[src/rtl/l2_arb_pkg.sv]
// Shared types and default sizes for the L2 request-port arbiter.
package l2_arb_pkg;

    localparam int unsigned S_LINE_DEF = 256;
    localparam int unsigned S_ADDR_DEF = 32;

    typedef enum logic [1:0] {
        IDLE,
        SERVE_I,
        SERVE_D
    } arb_state_t;

    typedef enum logic {
        SRC_I,
        SRC_D
    } arb_src_t;

endpackage

[src/rtl/l2_arbiter_rr2.sv]
// Two-request round-robin picker: combinational grant, registered last winner.
module arb_rr2
    import l2_arb_pkg::*;
(
    input  logic clk,
    input  logic rst,
    input  logic req_i,
    input  logic req_d,
    input  logic accept,
    output logic gnt_i,
    output logic gnt_d
);

    arb_src_t last_grant;

    // On a tie the side that did not win last time gets the grant.
    always_comb begin
        gnt_i = 1'b0;
        gnt_d = 1'b0;
        if (req_i && req_d) begin
            if (last_grant == SRC_D) begin
                gnt_i = 1'b1;
            end else begin
                gnt_d = 1'b1;
            end
        end else begin
            gnt_i = req_i;
            gnt_d = req_d;
        end
    end

    // Remember the winner only when the grant is actually taken.
    always_ff @(posedge clk or negedge rst) begin
        if (!rst) begin
            last_grant <= SRC_D;
        end else if (accept && gnt_i) begin
            last_grant <= SRC_I;
        end else if (accept && gnt_d) begin
            last_grant <= SRC_D;
        end
    end

endmodule

[src/rtl/l2_arbiter.sv]
// Shares the single L2 request port between the I-side and D-side line adapters.
// One transaction at a time; the grant is held until l2_resp.
module l2_arbiter
    import l2_arb_pkg::*;
#(
    parameter int unsigned s_line = S_LINE_DEF,
    parameter int unsigned s_addr = S_ADDR_DEF
) (
    input  logic              clk,
    input  logic              rst,
    input  logic              i_read,
    input  logic [s_addr-1:0] i_address,
    output logic [s_line-1:0] i_rdata,
    output logic              i_resp,
    input  logic              d_read,
    input  logic              d_write,
    input  logic [s_addr-1:0] d_address,
    input  logic [s_line-1:0] d_wdata,
    output logic [s_line-1:0] d_rdata,
    output logic              d_resp,
    output logic              l2_read,
    output logic              l2_write,
    output logic [s_addr-1:0] l2_address,
    output logic [s_line-1:0] l2_wdata,
    input  logic [s_line-1:0] l2_rdata,
    input  logic              l2_resp
);

    arb_state_t        state_q;
    arb_state_t        state_d;
    logic              read_q;
    logic              write_q;
    logic [s_addr-1:0] addr_q;
    logic [s_line-1:0] wdata_q;
    logic              req_i;
    logic              req_d;
    logic              gnt_i;
    logic              gnt_d;
    logic              in_idle;

    assign req_i   = i_read;
    assign req_d   = d_read | d_write;
    assign in_idle = (state_q == IDLE);

    arb_rr2 u_rr (
        .clk    (clk),
        .rst    (rst),
        .req_i  (req_i),
        .req_d  (req_d),
        .accept (in_idle),
        .gnt_i  (gnt_i),
        .gnt_d  (gnt_d)
    );

    // State register.
    always_ff @(posedge clk or negedge rst) begin
        if (!rst) begin
            state_q <= IDLE;
        end else begin
            state_q <= state_d;
        end
    end

    // Next state and combinational response steering.
    always_comb begin
        state_d = state_q;
        i_resp  = 1'b0;
        d_resp  = 1'b0;
        case (state_q)
            IDLE: begin
                if (gnt_i) begin
                    state_d = SERVE_I;
                end else if (gnt_d) begin
                    state_d = SERVE_D;
                end
            end
            SERVE_I: begin
                i_resp = l2_resp;
                if (l2_resp) begin
                    state_d = IDLE;
                end
            end
            SERVE_D: begin
                d_resp = l2_resp;
                if (l2_resp) begin
                    state_d = IDLE;
                end
            end
            default: begin
                state_d = IDLE;
            end
        endcase
    end

    // Latch the granted request; the L2 strobes clear on the response edge.
    // A D-side request with both read and write set is issued as a write.
    always_ff @(posedge clk or negedge rst) begin
        if (!rst) begin
            read_q  <= 1'b0;
            write_q <= 1'b0;
            addr_q  <= '0;
            wdata_q <= '0;
        end else if (in_idle) begin
            if (gnt_i) begin
                read_q  <= 1'b1;
                write_q <= 1'b0;
                addr_q  <= i_address;
                wdata_q <= '0;
            end else if (gnt_d) begin
                read_q  <= ~d_write;
                write_q <= d_write;
                addr_q  <= d_address;
                wdata_q <= d_wdata;
            end
        end else if (l2_resp) begin
            read_q  <= 1'b0;
            write_q <= 1'b0;
        end
    end

    assign l2_read    = read_q;
    assign l2_write   = write_q;
    assign l2_address = addr_q;
    assign l2_wdata   = wdata_q;

    assign i_rdata = l2_rdata;
    assign d_rdata = l2_rdata;

    a_rd_wr_exclusive : assert property (@(posedge clk) disable iff (!rst)
        !(l2_read && l2_write));

    a_resp_exclusive : assert property (@(posedge clk) disable iff (!rst)
        !(i_resp && d_resp));

    a_write_wins : assert property (@(posedge clk) disable iff (!rst)
        (in_idle && gnt_d && d_write) |=> (l2_write && !l2_read));

    a_hold_until_resp : assert property (@(posedge clk) disable iff (!rst)
        (!in_idle && !l2_resp) |=>
            ($stable(l2_address) && $stable(l2_read) && $stable(l2_write) && $stable(l2_wdata)));

endmodule
[config.mk]
export PLATFORM = sky130hd
export DESIGN_NAME = l2_arbiter
export DESIGN_NICKNAME = d
export VERILOG_FILES = /design/src/rtl/l2_arb_pkg.sv /design/src/rtl/l2_arbiter_rr2.sv /design/src/rtl/l2_arbiter.sv
export SDC_FILE = /design/constraint.sdc
export NUM_CORES = 1
export LEC_CHECK = 0
export CAP_MARGIN = 10
export CORE_AREA = 2 2 534 536
export DETAILED_ROUTE_END_ITERATION = 12
export DIE_AREA = 0 0 536 538
export GPL_ROUTABILITY_DRIVEN = 1
export MAX_ROUTING_LAYER = met4
export PLACE_DENSITY = 0.3
export SLEW_MARGIN = 40
export SYNTH_ARGS = -nofsm -noshare
export SYNTH_HDL_FRONTEND = slang
export SYNTH_SLANG_ARGS = --single-unit
export TNS_END_PERCENT = 100
[constraint.sdc]
create_clock -name clk -period 1.8 [get_ports clk]
set_input_delay 0.27 -clock clk [delete_from_list [all_inputs] [get_ports clk]]
set_output_delay 0.27 -clock clk [all_outputs]
set_load 0.01 [all_outputs]
---- Word-level counts from Yosys, hierarchy flattened ----
Cells that the tools add are included.
storage, ports and cells
  output and inout bits ................... 804
  bits in registers ....................... 293
  word-level logic and storage cells ...... 46
  input port bits ......................... 582
operators by class
  eq/ne operators ......................... 4
  reductions and logical operators ........ 11
  muxes and demuxes ....................... 23
  bitwise operators ....................... 2
operators by type and width
  cell                  number
  $mux W256             2
  $mux W32              2
  $mux W1               15
  $mux W2               3
  $reduce_and A2 Y1     3
  $reduce_bool A2 Y1    3
  $pmux W2 S2           1
  $logic_and A1 B1 Y1   3
  $ne A3 B3 Y1 const B  1
  $eq A2 B1 Y1 const B  1
  $eq A2 B2 Y1 const B  1
  $logic_not A2 Y1      1
  $ne A2 B1 Y1 const B  1
  $reduce_or A2 Y1      1
  $not A1 Y1            1
  $or A1 B1 Y1          1

---- Longest topological paths before layout ----
  depth after elaboration ................. 6
  depth in mapped cells ................... 8
  mapped depth without buffers ............ 5

---- Modules after synthesis ----
A second synthesis with hierarchy kept.
unflattened totals
  cell total of the unflattened synthesis .. 1,798
  area, all modules ....................... 16,383.2 um2
by module, submodules not included
  module      instances  area an instance (um2)  cells each  seq. area each (um2)
  l2_arbiter  1          16,326.9                1,792       7,307.0
  arb_rr2     1          56.3                    6           26.3

---- Worst setup path after synthesis ----
No wires, ideal clock.
  kind .................................... reg2reg
  start point ............................. register state_q[0]
  end point ............................... register wdata_q[215] (netlist: l2_wdata[215])
  arrival time ............................ 1,557 ps
  cell stages (with the launch flop) ...... 8
  clock period less this slack ............ 1,622 ps
  library setup time ...................... 65 ps
  path buffers ............................ 2
  required time ........................... 1,735 ps
  setup slack ............................. 178 ps
  cells stage by stage .................... dfrtp_1 inv_1 ha_1 a21boi_2 o21a_2 buf_2 buf_2 a22o_1
between the ends
  cells in the longest elaborated chain, start to end .. 2
RTL lines
  what                         line               source
  from (decl)                  l2_arbiter.sv:29   arb_state_t state_q;
  from (signal assigned)       l2_arbiter.sv:60   state_q <= state_d;
  $logic_not A2 Y1             l2_arbiter.sv:43   assign in_idle = (state_q == IDLE);
  $reduce_and A2 Y1 (no line)  n/a
  to (signal assigned)         l2_arbiter.sv:113  wdata_q <= d_wdata;
  to (decl)                    l2_arbiter.sv:34   logic [s_line-1:0] wdata_q;
No other way between the ends.
A chain may end at the register's enable or synchronous reset.

---- Final worst setup path ----
  start point ............................. register state_q[1]
  end point ............................... output d_resp
between the ends
  cells in the longest elaborated chain, start to end .. 2
RTL lines
  what          line              source
  $eq A2 B2 Y1  l2_arbiter.sv:69  case (state_q)
  $mux W1       l2_arbiter.sv:69
  to (decl)     l2_arbiter.sv:20  output logic d_resp,
No other way between the ends.

==> results.md <==
* R2r startpoint: state_q[0]
* Largest net degree at the start of global routing at 63
* DRC violations left at 0
* Initial DRT Pass Iterations at 4
* Port Buf Inserts at 617
* Final Wtd Congestion at 0.689
* Total number of H-tree levels at 2
* Total setup violations reported at the end of the flow at 32
* Cell area after synthesis at 14800 um2
* Source of the critical timing path: state_q[1]
* Remaining global-route overflow at 0
* Starting density of the core at 5.22%
* RSZ-0062 raised after global routing: yes
* Antenna Nets Post-Route at 0
* Area overhead of the layout relative to synthesis at 68.3%
* Share of synthesized registers carrying an async set or reset at 100%
* Primary flip-flop cell chosen by synthesis mapping: dfrtp_1
* Total Power Consumption at 48.5 mW
* Yosys reg bits at 293
* Run status: finished, violations left
* Total Wirelength at 146000 um
* Proportion of layout cells with a drive suffix above 1 at 26.5%
* Root buffer cell: clkbuf_16
* Share of the synthesized area in the top cell type at 49.4%
* First-iteration detailed-routing DRC count at 515
* Floorplan die area at 288000 um2
* Vert. Die Dim at 538 um
* Clock Sinks at 293
* Part of the total power dissipated in the clock network at 20.8%
* Internal power of the cells at 27.4 mW
* Leakage power summed over all cells at 9.60 nW
* Count of yosys warnings during synthesis at 0
* Buffer depth of the longest clock path at 3
* Endpoints failing hold at 0
* Most common library cell in the layout ignoring fill and taps: clkdlybuf4s50_1
* Post-synthesis share of cell area spent on xor and xnor gates at 0%
* Violated checks: setup timing
* Post-detailed-route via-to-cell ratio at 2.15
* Total of max-cap violations at 0
* I/O pin count at 1386
* Proportion of synthesized area in mux cells at 0%
* Portion of the clock cycle consumed by the worst path in the final layout at 104%
* Count of nets after finishing at 2090
* Required time of the worst setup path at 1530 ps
* Detailed-route wire length per cell at 27.4 um
* Highest fanout seen on the critical path at 2
* Sequential standard cell area at 7330 um2
* Slew Limit Headroom at 69.8%
* Commonest cells after routing, fill and taps aside: 323 x clkdlybuf4s50_1, 292 x dfrtp_1, 257 x a22o_1
* Combinational cell fraction of total power at 53.8%
* Min Tclk post-route at 1870 ps
* Element type at the critical path end: primary output
* Global-route usage over all layers at 9.67%
* Type of the tightest min-delay check: input port to asynchronous set/reset pin
* Global-route wire length before repair at 168000 um
* Post-Syn Instances at 1297
* Complex-gate fraction of the synthesized area at 19.4%
* Final WS setup at -66.1 ps
* HPWL Detailed at 124000 um
* Multi-input combinational cell area at 3270 um2
* Seq pwr share at 25.4%
* Number of flops mapped to enable cells by yosys at 0
* Unique cell type count in the Yosys netlist at 29
* Post-synthesis share of cell area spent on full adders, half adders and majority gates at 0.254%
* Setup tns final at -715 ps
* Via total after detailed routing at 11400
* Clock-pin slew on the worst setup and hold paths at 80 ps
* Number of buffers added by the clock tree synthesis step at 46
* Seq/Total Area, Yosys at 49.6%
* Worst hold slack at 111 ps
* Clock tree from TritonCTS: built
* Final-layout fill cell count at 32700
* Pins over their slew limit at 0
* Biggest area consumer among synthesized cells: dfrtp_1
* Net switching power at 21.1 mW
* P per Cell Area at 1950 nW/um2
* Arrival time reported for the critical path endpoint at 1600 ps
* Largest voltage drop on the vdd net at 0.725 mV
* Largest family of logic cells by synthesized area: buffers and inverters
* Simple-Gate Fraction of Synth Area at 1.21%
* Sw frac at 43.5%
* Kind of launch point of the worst setup path: register
* Post-synth net total at 1882
* Worst clock skew on the final layout at 53.6 ps
* Chip Width at 536 um
* Post-synthesis average cell area at 11.4 um2
* Start-to-end type of the worst setup path: register to primary output
* Achievable clock frequency at 536 MHz
* Antenna violations before repair at 84
* Cells taking the most area after synthesis: dfrtp_1 49%, buf_4 26%, a22o_1 15%
* Worst Tran Pin Value at 449 ps
* Area inside the core boundary at 283000 um2
* Clock network latency to the later pin of the worst-skew pair at 690 ps
* Number of placement rows at 196
* Vias in the first global route at 11800
-- power by group through the flow --
stage,combinational [mW],clock (mW),sequential [mW]
after floorplan,7.74,0,13.4
final,26.1,10.1,12.3
after global placement,25.2,0,12.5
after global routing,28.5,10.7,12.8
after detailed placement,25.1,0,12.6
after CTS,24.7,10.6,12.5
-- critical path, stage by stage, from the launching register on --
cell and delay [ps]:
dfrtp_1 390, buf_4 160, ha_4 150, and2_4 140
buf_12 120
-- layout make-up --
cell class	instances	area share (%)
Tap cell	3762	18.9
Clock buffer	65	5.15
Multi-Input combinational cell	412	13.1
Clock inverter	21	1.49
Antenna cell	10	0.101
Timing Repair Buffer	749	31.7
Sequential cell	293	29.5
Inverter	3	0.0452
-- metrics by stage --
step | cells | instance area (um2) | util [%] | setup WS [ps]
floorplan | 1297 | 14800 | - | 178
global placement | 5180 | 22200 | 7.84 | -169
detailed placement | 5180 | 22200 | 7.84 | -165
CTS | 5281 | 24100 | 8.51 | -149
global route | 5311 | 24900 | 8.79 | -154
finish | 5315 | 24900 | 8.79 | -66.1
-- final timing paths --
check / cells after the start / slack (ps) / to
min reg2reg: 1 / 500 / l2_wdata[161]
min: 2 / 110 / l2_wdata[78]
max in group asynchronous: 3 / 920 / l2_wdata[28]
min in group clk: 2 / 190 / l2_wdata[234]
max: 4 / -70 / d_resp
max reg2reg: 9 / -50 / l2_wdata[135]
-- routing by layer --
metal	global-route usage [%]	up-vias	part of all wire [%]
met5	-	-	0
met1	8.89	5344	33
met2	14.4	1105	43
met4	4.46	0	5.3
met3	7.89	428	18
li1	-	4545	-
-- what timing repair did --
action,CTS,global route
hold buffers,2,0
endpoints found under the setup margin,231,201
resized for setup,495,63
pin swaps,3,17
setup buffers,10,7
endpoints found under the hold margin,292,0
gates cloned,3,21
-- cell families after synthesis --
family | Yosys count
fa+ha+maj | 3
simple gates | 43
flops | 293
buf+inv | 592
compound gates | 366
-- state kept, by name, summed over array words and instances, names as in the netlist --
| register | count |
|---|---|
| l2_wdata | 256 |
| l2_address | 32 |
| state_q | 2 |
| l2_read | 1 |
| l2_write | 1 |
| u_rr.last_grant | 1 |
-- cell usage after synthesis, types with 2 or more instances --
master      n
buf_4     514
dfrtp_1   292
a22o_1    257
o21ai_0    37
buf_2      36
nor2_1     33
a21oi_1    32
a31oi_1    32
buf_6      21
clkbuf_1   15
nand2_1     4
ha_1        3
inv_1       3
and2_1      2
buf_8       2
Power figures use the tool's default switching activity.
